$ cat src/rtl/alu_issue_stage.sv
// ---------------------------------------------------------------------------
// alu_issue_stage
//
// Issue stage in front of a single ALU. It holds a 16 x 32-bit register file
// (r0 hard-wired to zero) and a per-register busy scoreboard. It also holds a
// one-entry output register that presents the operands, opcode and
// destination to the ALU.
//
// Handshakes (both sides): a transfer happens on a rising edge where
// valid && ready are both 1. valid does not depend on ready. Once
// out_valid is 1, it and all out_* stay stable until out_ready is 1.
//
// Ports
//   clk, rst             clock, synchronous active-high reset
//   in_valid / in_ready  upstream instruction handshake
//   in_op, in_rd, in_rs1, in_rs2, in_use_imm, in_imm
//                        instruction fields
//   wb_en, wb_addr, wb_data
//                        result writeback from the ALU consumer
//   out_valid / out_ready
//                        downstream handshake
//   out_a, out_b, out_op, out_rd, out_illegal
//                        issued instruction
//   issue_count          wrapping 16-bit count of accepted instructions
// ---------------------------------------------------------------------------
module alu_issue_stage (
  input  logic        clk,
  input  logic        rst,
  input  logic        in_valid,
  output logic        in_ready,
  input  logic [3:0]  in_op,
  input  logic [3:0]  in_rd,
  input  logic [3:0]  in_rs1,
  input  logic [3:0]  in_rs2,
  input  logic        in_use_imm,
  input  logic [31:0] in_imm,
  input  logic        wb_en,
  input  logic [3:0]  wb_addr,
  input  logic [31:0] wb_data,
  output logic        out_valid,
  input  logic        out_ready,
  output logic [31:0] out_a,
  output logic [31:0] out_b,
  output logic [3:0]  out_op,
  output logic [3:0]  out_rd,
  output logic        out_illegal,
  output logic [15:0] issue_count
);

  // State
  logic [31:0] regs_q [16];
  logic [31:0] regs_d [16];
  logic [15:0] busy_q, busy_d;
  logic        out_valid_q, out_valid_d;
  logic [31:0] out_a_q, out_a_d;
  logic [31:0] out_b_q, out_b_d;
  logic [3:0]  out_op_q, out_op_d;
  logic [3:0]  out_rd_q, out_rd_d;
  logic        out_illegal_q, out_illegal_d;
  logic [15:0] issue_count_q, issue_count_d;

  // Combinational helpers
  logic        op_illegal;
  logic        haz_rs1, haz_rs2, haz_rd, hazard;
  logic        accept;
  logic [31:0] rs1_val, rs2_val;

  // A busy register blocks issue unless its result is being written back in
  // this very cycle; the bypass below then supplies the fresh value.
  function automatic logic busy_hit(input logic [15:0] busy, input logic [3:0] idx,
                                    input logic wen, input logic [3:0] waddr);
    busy_hit = (idx != 4'd0) && busy[idx] && !(wen && (waddr == idx));
  endfunction

  always_comb begin
    op_illegal = 1'b1;
    case (in_op)
      4'd0, 4'd1, 4'd8, 4'd9, 4'd10, 4'd11, 4'd12, 4'd13, 4'd14: op_illegal = 1'b0;
      default:                                                   op_illegal = 1'b1;
    endcase
  end

  always_comb begin
    haz_rs1 = busy_hit(busy_q, in_rs1, wb_en, wb_addr);
    haz_rs2 = !in_use_imm && busy_hit(busy_q, in_rs2, wb_en, wb_addr);
    haz_rd  = busy_hit(busy_q, in_rd, wb_en, wb_addr);
    hazard  = haz_rs1 || haz_rs2 || haz_rd;
  end

  assign in_ready = (!out_valid_q || out_ready) && !hazard && !rst;
  assign accept   = in_valid && in_ready;

  // Operand read with write-to-read bypass; r0 always reads zero.
  always_comb begin
    rs1_val = 32'd0;
    if (in_rs1 != 4'd0) begin
      if (wb_en && (wb_addr == in_rs1)) rs1_val = wb_data;
      else                               rs1_val = regs_q[in_rs1];
    end
    rs2_val = 32'd0;
    if (in_rs2 != 4'd0) begin
      if (wb_en && (wb_addr == in_rs2)) rs2_val = wb_data;
      else                               rs2_val = regs_q[in_rs2];
    end
  end

  // Register file: writeback lands regardless of issue activity.
  always_comb begin
    for (int i = 0; i < 16; i++) regs_d[i] = regs_q[i];
    if (wb_en && (wb_addr != 4'd0)) regs_d[wb_addr] = wb_data;
  end

  // Scoreboard: clear on writeback first so a same-cycle set wins.
  always_comb begin
    busy_d = busy_q;
    if (wb_en) busy_d[wb_addr] = 1'b0;
    if (accept && (in_rd != 4'd0) && !op_illegal) busy_d[in_rd] = 1'b1;
    busy_d[0] = 1'b0;
  end

  // Output register: load on accept (covers drain+accept with no bubble),
  // otherwise drop valid once consumed; payload is left untouched.
  always_comb begin
    out_valid_d   = out_valid_q;
    out_a_d       = out_a_q;
    out_b_d       = out_b_q;
    out_op_d      = out_op_q;
    out_rd_d      = out_rd_q;
    out_illegal_d = out_illegal_q;
    issue_count_d = issue_count_q;
    if (accept) begin
      out_valid_d   = 1'b1;
      out_a_d       = rs1_val;
      out_b_d       = in_use_imm ? in_imm : rs2_val;
      out_op_d      = in_op;
      out_rd_d      = in_rd;
      out_illegal_d = op_illegal;
      issue_count_d = issue_count_q + 16'd1;
    end else if (out_ready) begin
      out_valid_d   = 1'b0;
    end
  end

  always_ff @(posedge clk) begin
    if (rst) begin
      for (int i = 0; i < 16; i++) regs_q[i] <= 32'd0;
      busy_q        <= 16'd0;
      out_valid_q   <= 1'b0;
      out_a_q       <= 32'd0;
      out_b_q       <= 32'd0;
      out_op_q      <= 4'd0;
      out_rd_q      <= 4'd0;
      out_illegal_q <= 1'b0;
      issue_count_q <= 16'd0;
    end else begin
      for (int i = 0; i < 16; i++) regs_q[i] <= regs_d[i];
      busy_q        <= busy_d;
      out_valid_q   <= out_valid_d;
      out_a_q       <= out_a_d;
      out_b_q       <= out_b_d;
      out_op_q      <= out_op_d;
      out_rd_q      <= out_rd_d;
      out_illegal_q <= out_illegal_d;
      issue_count_q <= issue_count_d;
    end
  end

  assign out_valid   = out_valid_q;
  assign out_a       = out_a_q;
  assign out_b       = out_b_q;
  assign out_op      = out_op_q;
  assign out_rd      = out_rd_q;
  assign out_illegal = out_illegal_q;
  assign issue_count = issue_count_q;

endmodule

$ cat config.mk
export PLATFORM = sky130hd
export DESIGN_NAME = alu_issue_stage
export DESIGN_NICKNAME = d
export VERILOG_FILES = /design/src/rtl/alu_issue_stage.sv
export SDC_FILE = /design/constraint.sdc
export NUM_CORES = 2
export LEC_CHECK = 0
export ABC_AREA = 1
export BUFFER_PORTS_ARGS = -buffer_cell sky130_fd_sc_hd__clkbuf_2
export CORE_MARGIN = 4
export CORE_UTILIZATION = 35
export DETAILED_ROUTE_END_ITERATION = 10
export PLACE_DENSITY = 0.59
export SYNTH_ARGS = -nofsm -noshare
export SYNTH_HDL_FRONTEND = slang
export SYNTH_SLANG_ARGS = --single-unit
$ cat constraint.sdc
create_clock -name clk -period 5.3 [get_ports clk]
set_clock_uncertainty 0.2 [all_clocks]
set_input_delay 0.265 -clock clk [delete_from_list [all_inputs] [get_ports clk]]
set_output_delay 0.265 -clock clk [all_outputs]
set_load 0.05 [all_outputs]
==> impl.org <==
** Setup path
- Reg-to-reg startpoint :: busy_q[13]
- Capturing element type of the critical path :: output pin
- Along the worst path, the maximum fanout reaches 84.
- Number of cells on the worst reg-to-reg path :: 12
- Worst R2R End :: out_a[20]
- Data on the critical path is required at its endpoint by 4.84 ns.
- Launching element type of the critical path :: primary input
- The setup path with the least slack is of type primary input to output pin.
- The setup check on the worst reg-to-reg path leaves a slack of roughly 2.7 ns.
- Data arrives at the worst endpoint at roughly 3.5 ns.

** Cells and area
- After the last flow step, the layout net total stands at approximately 4,400.
- Number of fill cells in the layout :: between 8,000 and 9,000
- Fraction of final layout cells with drive strength greater than 1 :: 8.63%
- Cell area after layout :: between 0.03 and 0.04 sq mm
- Antenna diode instance count :: 0
- Compared with the post-synthesis result, the final layout area differs by 13.1%.

** Floorplan
- The floorplan has around 110 rows.
- The floorplan step set the die height to 303 um.
- The die is about 300 um wide.
- Die ar. :: a little over 0.09 sq mm
- 181 I/O pins were placed.
- Area inside the core boundary :: between 0.08 and 0.09 sq mm
- Starting density of the core :: 35.5%

** Synthesis
- Sequential cells were found to cover approximately 41% of the synthesized design area.
- Averaged over all synthesized cells, the footprint is between 6 and 7 sq um.
- Number of nets produced by synthesis :: between 4,000 and 5,000
- After synthesis, the netlist uses 33 different library cells.
- Flip-flop and latch count after synthesis :: slightly above 600
- Synth Cell Area :: just over 0.03 sq mm
- Counting flops with an async set or reset pin after synthesis yields a share of 0%.
- Count of synthesis-stage warnings from yosys :: 0
- Counting flops with a built-in enable in the synthesized netlist gives 0.
- Synthesis produced approximately 4,400 cells.
- Most frequently used flop master after synthesis :: dfxtp_1

** Placed design
- Worst Setup Slack post-DPL :: ~1.5 ns
- Routability-driven placement finished with a final weighted congestion of between 0.8 and 0.9.
- Half-perimeter wire length after detailed placement :: between 70 and 80 mm
- The placed instances occupy a cell area of 0.0318 sq mm.
- During placement, the flow inserted port buffers numbering between 150 and 200.

** Clocking
- H-Tree Depth :: 3
- Once the clock tree was built, the resizer swapped 0 gates to a different size.
- In this run the deepest clock path goes through 3 buffers.
- Number of buffers inserted to repair setup after CTS :: 0
- TritonCTS built the clock tree.
- Root Buffer :: clkbuf_16
- Clock slew seen by the registers of the worst setup and hold paths :: approximately 0.05 ns
- Clock latency on the worst-skew pair :: approximately 0.61 ns
- In this run, CTS created clock tree buffers numbering a little under 70.
- Sink count of the clock tree :: around 620

** Drt
- DR vias/cell :: 5.91
- First DRT Iteration DRCs :: roughly 4,300
- Summed over all layers, the routed wires come to approximately 130 mm.
- Drt pass-1 iters :: 6
- In the final routed layout, each cell accounts on average for around 23 um.
- Routed via count :: 32,800
- Remaining antenna violation count :: 0
- Drc violations :: 0

** Outcome
- The run finished with clean final reports.

** Timing
- Worst rel slew slack :: 15.1%
- The final hold violation count came to 0.
- Of the available clock period, the critical path in the final layout requires between 70 and 80%.
- # setup viols final :: 0
- Worst-case setup margin in the final layout :: between 1 and 1.5 ns
- Period minus WS final :: around 4.0 ns
- Post-Route Setup TNS :: 0 ns
- Setup repair after global routing left no endpoint under its margin.
- Hold_ws :: a little under 0.03 ns
- The number of max-slew violations in the final report is 0.
- Peak Freq :: around 250 MHz
- Slew at the pin closest to its max-slew limit :: approximately 1.3 ns

** Global route
- Global-route wire length before repair :: 190 mm
- The number of antenna violations at the first check in global routing is 0.
- Via count of the first global-routing pass :: ~30,000
- The total overflow left after global routing is 0.
- Across every metal layer, demand over resource in global routing totals ~27%.
- Pin count of the biggest net entering global routing :: about 180

** Power and ir drop
- The worst-case IR drop observed on VDD is approximately 230 uV.
- Total Power :: approximately 11 mW
- Leakage dissipation :: between 10 and 15 nW
- Power spread over the standard cell area amounts to 321 mW/mm^2.

** Run
- Across the run, the number of max-cap violations was 0.

** Hold path
- The worst hold path begins at wb_data[24].
- Hold Path Class :: primary input to register
- Worst-case hold path end point :: regs_q[8][24]
- Along the worst hold path, the cell count comes to 3.
[worst max path at each step]
stage	from	endpoint	slack [ns]
3_5_place_dp	in_rs2[0]	in_ready	1.47
4_1_cts	in_rs2[0]	in_ready	1.46
5_1_grt	in_rs2[0]	in_ready	1.23
3_3_place_gp	in_rs2[0]	in_ready	1.49
6_report	in_rs2[0]	in_ready	1.34
2_1_floorplan	issue_count[0]	issue_count[12]	3.23
[cells in the mapped netlist, types with 22 or more instances]
| library cell | instances | area (sq um) |
|---|---|---|
| nor2_1 | 364 | 1370 |
| clkbuf_1 | 333 | 1250 |
| nand4_1 | 73 | 457 |
| nand2_1 | 427 | 1600 |
| buf_1 | 28 | 105 |
| a21oi_1 | 833 | 4170 |
| o21ai_0 | 865 | 4330 |
| inv_1 | 234 | 878 |
| o221ai_1 | 79 | 692 |
| dfxtp_1 | 617 | 12400 |
| buf_2 | 65 | 325 |
| o21ai_1 | 22 | 110 |
| o211ai_1 | 79 | 593 |
| nand3_1 | 260 | 1300 |
| clkinv_1 | 25 | 93.8 |
| o22ai_1 | 28 | 175 |
[worst max-delay path, stage by stage]
cell and delay (ns):
buf_6 0.20, inv_4 0.68, nand2_1 0.19, clkinv_2 0.38, nand2_1 0.12, nand3_1 0.16
a21oi_1 0.09, nor2_4 0.14, buf_4 0.71, clkbuf_2 0.42
[timing repair]
action | in CTS | in global routing
setup endpoints to repair | 0 | 0
hold endpoints to repair | 79 | 0
hold buffers | 55 | 0
[flip-flops by register name (all words and copies together) (netlist names)]
name	count
busy_q	15
issue_count	16
out_a	32
out_b	32
out_illegal	1
out_op	4
out_rd	4
out_valid	1
regs_q	512
[stage by stage]
stage          utilization (%)  instances
4_1_cts                   40.2       5546
3_3_place_gp              37.0       5376
2_1_floorplan                -       4424
6_report                  40.2       5546
3_5_place_dp              37.0       5376
5_1_grt                   40.2       5546
[power by group]
group / switching, mW / internal [mW] / total, mW
clock network: 2.00 / 2.74 / 4.74
logic: 1.13 / 0.368 / 1.50
registers: 0.0699 / 4.75 / 4.82
[layout by cell type, fill, tap and decap left out, drive strengths merged, types with 79 or more instances in the layout]
| cell type | count |
|---|---|
| dfxtp | 617 |
| a21oi | 833 |
| clkbuf | 272 |
| nand3 | 260 |
| o221ai | 79 |
| o211ai | 79 |
| o21ai | 887 |
| inv | 250 |
| nand2 | 428 |
| nor2 | 369 |
[kinds of logic after synthesis]
group | synth area share (%)
AND/OR/NAND/NOR | 15.9
adder cells (fa/ha/maj) | 0.0410
AO/OA/AOI/OAI | 34.0
buffers and inverters | 9.10
XOR/XNOR | 0.460
flip-flops | 40.5
[layer usage]
| layer | up-vias | GRT usage [%] | routed length [um] |
|---|---|---|---|
| met3 | 315 | 4.24 | 12500 |
| met1 | 15300 | 36.1 | 52800 |
| li1 | 15300 | - | - |
| met5 | - | 0 | 0 |
| met2 | 1849 | 41.4 | 56000 |
| met4 | 0 | 14.0 | 7350 |
[cell type report]
type                    count  area (sq um)  share of cell area, %
inverters                 269          1020                   2.97
well taps                1144          1430                   4.15
repair buffers            300          2020                   5.87
clock inverters            15           173                  0.501
clock buffers             100          1980                   5.75
flip-flops and latches    617         12400                   35.8
multi-input cells        3101         15500                   44.9
(Power assumes the default switching activity.)
